`src/rtl/rll_key_loader_if.sv`:
```
// Key beat stream between the on-chip key source (master) and rll_key_loader (slave).
// One beat moves on every rising edge where chunk_valid and chunk_ready are both high.
interface rll_key_loader_if #(
    parameter int CHUNK_W = 8
);
    logic [CHUNK_W-1:0] chunk_data;
    logic               chunk_valid;
    logic               chunk_ready;

    modport master (
        output chunk_data,
        output chunk_valid,
        input  chunk_ready
    );

    modport slave (
        input  chunk_data,
        input  chunk_valid,
        output chunk_ready
    );
endinterface

```
`src/rtl/rll_key_loader.sv`:
```
// Key bus sequencer for a random-logic-locked netlist: beats in, XOR checksum, then key_out.
// Optional feature macro KEY_LOCKOUT_EN adds a LOCKED state after MAX_FAIL consecutive bad checksums.
module rll_key_loader #(
    parameter int KEY_W    = 32,
    parameter int CHUNK_W  = 8,
    parameter int MAX_FAIL = 3
) (
    input  logic                 clk,
    input  logic                 rst,
    input  logic                 start,
    rll_key_loader_if.slave      chunk,
    output logic [KEY_W-1:0]     key_out,
    output logic                 key_valid,
    output logic                 busy,
    output logic                 err,
    output logic                 locked
);

    localparam int N      = KEY_W / CHUNK_W;
    localparam int CNT_W  = (N > 1) ? $clog2(N) : 1;
    localparam int FAIL_W = $clog2(MAX_FAIL + 1);

    typedef enum logic [2:0] {
        IDLE,
        LOAD,
        CHECK,
`ifdef KEY_LOCKOUT_EN
        APPLY,
        LOCKED
`else
        APPLY
`endif
    } state_t;

    state_t             state_q;
    state_t             state_d;
    logic [KEY_W-1:0]   shadow;
    logic [CHUNK_W-1:0] run_xor;
    logic [CNT_W-1:0]   beat_cnt;
    logic [FAIL_W-1:0]  fail_cnt;
    logic [FAIL_W-1:0]  fail_inc;
    logic               ready;
    logic               accept;
    logic               last_beat;
    logic               sum_ok;
    logic               lockout_hit;

    // Status outputs decode the state register only, so nothing combinational reaches them from inputs.
    assign ready            = (state_q == LOAD) || (state_q == CHECK);
    assign chunk.chunk_ready = ready;
    assign busy             = ready;
    assign key_valid        = (state_q == APPLY);
    assign accept           = chunk.chunk_valid && ready;
    assign last_beat        = (beat_cnt == CNT_W'(N - 1));
    assign sum_ok           = (chunk.chunk_data == run_xor);
    assign fail_inc         = (fail_cnt == FAIL_W'(MAX_FAIL)) ? fail_cnt : fail_cnt + 1'b1;

`ifdef KEY_LOCKOUT_EN
    assign lockout_hit = (fail_inc == FAIL_W'(MAX_FAIL));
    assign locked      = (state_q == LOCKED);
`else
    assign lockout_hit = 1'b0;
    assign locked      = 1'b0;
`endif

    always_ff @(posedge clk or posedge rst) begin
        if (rst) begin
            state_q <= IDLE;
        end else begin
            state_q <= state_d;
        end
    end

    always_comb begin
        state_d = state_q;
        unique case (state_q)
            IDLE:  if (start) state_d = LOAD;
            LOAD:  if (accept && last_beat) state_d = CHECK;
            CHECK: begin
                if (accept) begin
                    if (sum_ok) begin
                        state_d = APPLY;
                    end else begin
`ifdef KEY_LOCKOUT_EN
                        state_d = lockout_hit ? LOCKED : IDLE;
`else
                        state_d = IDLE;
`endif
                    end
                end
            end
            APPLY: if (start) state_d = LOAD;
            default: state_d = state_q;
        endcase
    end

    always_ff @(posedge clk or posedge rst) begin
        if (rst) begin
            shadow   <= '0;
            key_out  <= '0;
            run_xor  <= '0;
            beat_cnt <= '0;
            fail_cnt <= '0;
            err      <= 1'b0;
        end else begin
            err <= 1'b0;
            unique case (state_q)
                IDLE: begin
                    if (start) begin
                        shadow   <= '0;
                        run_xor  <= '0;
                        beat_cnt <= '0;
                    end
                end
                LOAD: begin
                    if (accept) begin
                        for (int k = 0; k < N; k++) begin
                            if (beat_cnt == CNT_W'(k)) begin
                                shadow[k*CHUNK_W +: CHUNK_W] <= chunk.chunk_data;
                            end
                        end
                        run_xor <= run_xor ^ chunk.chunk_data;
                        if (!last_beat) begin
                            beat_cnt <= beat_cnt + 1'b1;
                        end
                    end
                end
                CHECK: begin
                    if (accept) begin
                        if (sum_ok) begin
                            key_out  <= shadow;
                            fail_cnt <= '0;
                        end else begin
                            err      <= 1'b1;
                            shadow   <= '0;
                            key_out  <= '0;
                            fail_cnt <= fail_inc;
                        end
                    end
                end
                APPLY: begin
                    // Drop the old key on the same edge the reload starts so it is never visible mid-load.
                    if (start) begin
                        key_out  <= '0;
                        shadow   <= '0;
                        run_xor  <= '0;
                        beat_cnt <= '0;
                    end
                end
                default: begin
                    key_out <= '0;
                end
            endcase
        end
    end

endmodule

```
`src/flat_wrapper.sv`:
```
// flat-port wrapper written by rule: the top's interface ports become plain ports
module rll_key_loader_flat 
#(
    parameter int KEY_W    = 32,
    parameter int CHUNK_W  = 8,
    parameter int MAX_FAIL = 3
)
  (clk, rst, start, key_out, key_valid, busy, err, locked, chunk_chunk_data, chunk_chunk_valid, chunk_chunk_ready);
  rll_key_loader_if #(.CHUNK_W(CHUNK_W)) chunk_i ();
  input  logic clk;
  input  logic rst;
  input  logic start;
  output logic [KEY_W-1:0] key_out;
  output logic key_valid;
  output logic busy;
  output logic err;
  output logic locked;
  input wire logic [$bits(chunk_i.chunk_data)-1:0] chunk_chunk_data;
  input wire logic [$bits(chunk_i.chunk_valid)-1:0] chunk_chunk_valid;
  output wire logic [$bits(chunk_i.chunk_ready)-1:0] chunk_chunk_ready;
  assign chunk_i.chunk_data = chunk_chunk_data;
  assign chunk_i.chunk_valid = chunk_chunk_valid;
  assign chunk_chunk_ready = chunk_i.chunk_ready;
  rll_key_loader #(.KEY_W(KEY_W), .CHUNK_W(CHUNK_W), .MAX_FAIL(MAX_FAIL)) u_core (.clk(clk), .rst(rst), .start(start), .chunk(chunk_i), .key_out(key_out), .key_valid(key_valid), .busy(busy), .err(err), .locked(locked));
endmodule
```
`config.mk`:
```
export PLATFORM = sky130hd
export DESIGN_NAME = rll_key_loader_flat
export DESIGN_NICKNAME = d
export VERILOG_FILES = /design/src/rtl/rll_key_loader_if.sv /design/src/rtl/rll_key_loader.sv /design/src/flat_wrapper.sv
export SDC_FILE = /design/constraint.sdc
export NUM_CORES = 1
export LEC_CHECK = 0
export BUFFER_PORTS_ARGS = -buffer_cell sky130_fd_sc_hd__buf_2
export CORE_UTILIZATION = 52
export DETAILED_ROUTE_END_ITERATION = 10
export GPL_TIMING_DRIVEN = 1
export PLACE_DENSITY_LB_ADDON = 0.3
export SYNTH_ARGS = -nofsm -noshare
export SYNTH_HDL_FRONTEND = slang
export SYNTH_SLANG_ARGS = --single-unit
```
`constraint.sdc`:
```
create_clock -name clk -period 2.41 [get_ports clk]
set_input_delay 0.482 -clock clk [delete_from_list [all_inputs] [get_ports clk]]
set_output_delay 0.482 -clock clk [all_outputs]
set_load 0.01 [all_outputs]
```
Word level (Yosys, flattened, before mapping)

Cells that the tools add are included.

RAM bits: 0
Input port bits: 12
Logic and storage cells: 71
Bits in latches: 0
Output and inout bits: 37
Bits in read-only memories: 0
Bits in registers: 78
Memories kept: 0

Equality and inequality tests: 17
Bitwise gates (word level): 2
Divide/modulo/power cells: 0
$lt $le $gt $ge: 0
Shifts and indexed selects: 0
$mul: 0
Add/subtract/negate cells: 1
Muxes and demuxes: 25
Reduce and logical (&&, ||, !) cells: 17

Operators by type and width:

| operator            | number |
|---|---|
| $pmux 32 s3         | 2 |
| $mux 32             | 4 |
| $mux 8              | 6 |
| $reduce_and 5->1    | 4 |
| $pmux 8 s2          | 1 |
| $ne 2x2->1 const B  | 6 |
| $mux 3              | 3 |
| $pmux 3 s3          | 1 |
| $eq 8x8->1          | 1 |
| $mux 2              | 4 |
| $ne 2x1->1 const B  | 4 |
| $reduce_and 4->1    | 2 |
| $xor 8x8->8         | 1 |
| $eq 3x2->1 const B  | 2 |
| $reduce_and 3->1    | 2 |
| $eq 2x2->1 const B  | 2 |
| $pmux 2 s2          | 1 |
| $reduce_or 2->1     | 2 |
| $eq 3x1->1 const B  | 1 |
| $logic_not 3->1     | 1 |
| $mux 1              | 3 |
| $reduce_bool 3->1   | 1 |
| $add 2x1->2 const B | 1 |
| $eq 2x1->1 const B  | 1 |
| 5 further kinds     | 6 |

Logic depth before layout (Yosys ltp)

Word-level depth: 6
Depth in mapped cells: 9
Gate-level depth less buffers: 6

Worst setup path after synthesis

Ideal clock, no wire load.

Kind: register -> register
Start point: register u_core.state_q[0]
End point: register u_core.shadow[12]
Cell stages (with the launch flop): 10
Setup slack: 0.297 ns
Required time: 2.282 ns
Arrival: 1.985 ns
Library setup time: 0.128 ns
Path buffers: 3
Period minus slack after synthesis: 2.113 ns
Cells stage by stage: dfrtp_1 > inv_1 > ha_1 > clkbuf_1 > or2_2 > and3_1 > clkbuf_1 > buf_2 > a32oi_1 > nand3_1

Word-level cells in the longest chain between the ends: 5
Elaborated cells on any way between the ends: 14
Those cells by class: eq/ne: 7; mux: 1; reduce/logical: 6

Ends and longest elaborated chain:

| element                                  | line                  | text |
|---|---|---|
| start, declared                          | rll_key_loader.sv:35  | `state_t state_q;` |
| start signal, assigned                   | rll_key_loader.sv:70  | `state_q <= state_d;` |
| $eq 3x1->1 or $eq 3x2->1 (tied branches) | rll_key_loader.sv:49  | `assign ready = (state_q == LOAD) \|\| (state_q == CHECK);` |
| $logic_or 1x1->1 *                       | rll_key_loader.sv:49  |  |
| via busy                                 | flat_wrapper.sv:15    | `output logic busy;` |
| $logic_and 1x1->1 *                      | rll_key_loader.sv:53  | `assign accept = chunk.chunk_valid && ready;` |
| $ne 2x1->1 (no line)                     | n/a                   |  |
| $reduce_and 5->1 (no line) *             | n/a                   |  |
| end signal, assigned by index            | rll_key_loader.sv:119 | `shadow[k*CHUNK_W +: CHUNK_W] <= chunk.chunk_data;` |
| end, declared                            | rll_key_loader.sv:37  | `logic [KEY_W-1:0] shadow;` |

The timed path passes the listed nets; every way through them passes the cells marked *.
A chain may end at the register's enable or synchronous reset.

Worst setup path in the final report

Start point: register u_core.state_q[0]
End point: register u_core.shadow[5]

Word-level cells in the longest chain between the ends: 5
Elaborated cells on any way between the ends: 14
Those cells by class: eq/ne: 7; mux: 1; reduce/logical: 6

Ends and longest elaborated chain:

| element                                  | line |
|---|---|
| $eq 3x1->1 or $eq 3x2->1 (tied branches) | rll_key_loader.sv:49, rll_key_loader.sv:107 |
| $logic_or 1x1->1                         | rll_key_loader.sv:49 |
| $logic_and 1x1->1                        | rll_key_loader.sv:53 |
| $ne 2x1->1 (no line)                     | n/a |
| $reduce_and 5->1 (no line)               | n/a |

Parallel ways exist; a longest one is shown, timed or not.

==> impl_metrics.json <==
{
  "hold_viol_final": 0,
  "layout.nets": 424,
  "fp.dieH_um": 87.15,
  "dp_hpwl_um": 5903,
  "synth-seq-cells": 77,
  "clkSinkCount": 77,
  "worstPathCellList": "inv_1, ha_1, or2_2, and3_1, buf_4, a32oi_1, nand3_1",
  "drtIter0Drc": 393,
  "clk_latency_ns": 0.36,
  "critPathMaxFanout": 33,
  "grt_pass1_vias": 2919,
  "syn_inst": 373,
  "critPathArrivalTime_ns": 2.40,
  "avgSynthCellArea_um2": 10.11,
  "root_buffer": "clkbuf_8",
  "postLayoutCoreUtil_pct": 62.01,
  "grtUsageTotal_pct": 26.25,
  "yosysWarnings": 0,
  "pre_cts_slack_ns": 0.2135,
  "worst_path_max_delay_cell": "ha_1",
  "post_drt_wl_per_cell_um": 18.69,
  "synth_fp_nets": 393,
  "grt_overflow_total": 0,
  "tns_ns": 0,
  "core-area_mm2": 0.006907,
  "cp_top_family": "simple AND/OR/NAND/NOR gates",
  "status": "finished clean",
  "fp.dieW_um": 87.15,
  "cts_buffers": 9,
  "final_common_cell": "dfrtp_1",
  "portBuffers": 47,
  "via_per_inst": 6.386,
  "rows": 30,
  "tightest_slew_ns": 0.7489,
  "min_path_type": "primary input to async pin",
  "dp.cells": 489,
  "ys_types": 29,
  "final_cell_area_mm2": 0.004283,
  "grt_pass1_wl_um": 15060,
  "layout-drive-gt1-share_pct": 19.56,
  "place_congestion": 0.8153,
  "critical_path_buf_inv_count": 2,
  "routed_wl_um": 9439,
  "fp.dieArea_mm2": 0.007594,
  "drv_cap": 0,
  "fmax_ghz": 0.4619,
  "first_pass_iters": 5,
  "placed_cell_area_mm2": 0.004069,
  "period_minus_slack_ns": 2.165,
  "min_period_over_period_pct": 89.83,
  "cp.required_ns": 2.65,
  "drc": 0,
  "maxSlewHeadroom_pct": 49.96,
  "rsz0062_at_grt": "no",
  "vias": 3225,
  "slew_viol_final": 0,
  "ioPinCount": 49,
  "final_cell_mix": "dfrtp_1 (77), buf_2 (47), nand2_1 (43)",
  "hold_buffers": 0,
  "cts_tree": "done",
  "start_util_pct": 54.58,
  "cts_buffer_depth": 2,
  "endpoint_kind": "flop",
  "worst_path_largest_cell_delay_ns": 0.43,
  "powerDensity_mw_per_mm2": 1091,
  "peakVddDrop_uv": 1028,
  "finClkSkew_ns": 0.01197,
  "htree_num_levels": 3,
  "cellLeakagePower_nw": 2.111,
  "area_delta_synth_final_pct": 13.61,
  "synth_area_mm2": 0.003770,
  "final_cells": 505,
  "critical_path.startpoint_type": "flop",
  "ant_nets": 0,
  "setup_violations": 0,
  "worst_slack_ns": 0.2452,
  "rrSetupSlack_ns": 0.25,
  "clk_transition_reported_paths_ns": 0.09,
  "synth_seq_area_share_pct": 51.11,
  "critPathKind": "flop to flop",
  "antenna_found_initial": 0,
  "antenna_cells": 0,
  "grt_start_max_net_pins": 36
}
## timing repair
| item | in CTS | in global routing |
|---|---|---|
| setup endpoints to repair | 0 | 1 |
| resized for setup | 0 | 1 |
| buffers inserted | 0 | 0 |
## stage by stage
stage	power [mW]	hold slack, ns
finish	4.671	0.2333
global route	4.930	0.2722
CTS	4.633	0.2546
detailed placement	3.610	0.4874
global placement	3.544	0.4834
floorplan	3.064	0.4700
## flip-flops by register name, indices dropped and copies added (netlist names)
name / flops
u_core.state_q: 2
u_core.key_out: 32
u_core.shadow: 32
u_core.run_xor: 8
u_core.beat_cnt: 2
u_core.err: 1
## worst paths after layout
kind	startpoint	to	depth (start not counted)
min in group clk	chunk_chunk_data[4]	u_core.run_xor[4]$_DFFE_PP0P_	3
max in group asynchronous	rst	u_core.key_out[9]$_DFFE_PP0P_	3
setup reg to reg	u_core.state_q[0]$_DFFE_PP0P_	u_core.shadow[5]$_DFFE_PP0P_	7
setup / recovery	u_core.state_q[0]$_DFFE_PP0P_	u_core.shadow[5]$_DFFE_PP0P_	7
hold reg to reg	u_core.key_out[26]$_DFFE_PP0P_	u_core.key_out[26]$_DFFE_PP0P_	1
hold / removal	rst	u_core.key_out[28]$_DFFE_PP0P_	2
## synth_stat cells, drive strengths merged
| cell | number | area share (%) |
|---|---|---|
| a21bo | 1 | 0.27 |
| a21o | 1 | 0.20 |
| a21oi | 2 | 0.27 |
| a22o | 32 | 7.4 |
| a31oi | 1 | 0.17 |
| a32oi | 32 | 7.4 |
| and2 | 8 | 1.3 |
| and3 | 4 | 0.66 |
| and4 | 1 | 0.23 |
| buf | 15 | 2.2 |
| clkbuf | 23 | 2.3 |
| conb | 1 | 0.099 |
| dfrtp | 77 | 51 |
| ha | 8 | 2.7 |
| inv | 5 | 0.50 |
| mux2i | 3 | 0.80 |
| nand2 | 43 | 4.3 |
| nand2b | 2 | 0.33 |
| nand3 | 37 | 4.9 |
| nand4 | 32 | 5.3 |
| nor2 | 11 | 1.1 |
| nor2b | 6 | 1.0 |
| nor4 | 2 | 1.1 |
| o211ai | 1 | 0.20 |
| o21ai | 16 | 2.1 |
| or2 | 1 | 0.17 |
| xor2 | 8 | 1.9 |
## routing by layer
metal  global-route usage (%)  up-vias  wire length, um
met1                    37.21     1569             4118
met2                    37.22      178             4316
met5                        0        -                0
li1                         -     1454                -
met3                    7.204       24              705
met4                    12.52        0              299
## report_power, final
part	total (mW)	switching [mW]	internal, mW
Sequential	1.75	0.233	1.52
Clock	1.03	0.492	0.535
Combinational	1.89	1.34	0.551
Total	4.67	2.06	2.61
## cell families (layout without fill, tap and decap cells)
logic type	Yosys count	in the layout	synth area share [%]
AO/OA/AOI/OAI	86	86	18.09
XOR/XNOR	8	8	1.859
adder cells (fa/ha/maj)	8	8	2.655
buffers and inverters	43	79	4.945
flip-flops	77	77	51.11
multiplexers	3	3	0.7966
other	1	1	0.09947
AND/OR/NAND/NOR	147	147	20.44
## layout make-up
cell class,count,area (um^2)
fillers,611,2624
flip-flops and latches,77,1927
multi-input cells,253,1660
repair buffers,58,342.8
clock buffers,11,151.4
well taps,96,120.1
clock inverters,5,58.81
inverters,5,22.52
(Power assumes the default switching activity.)
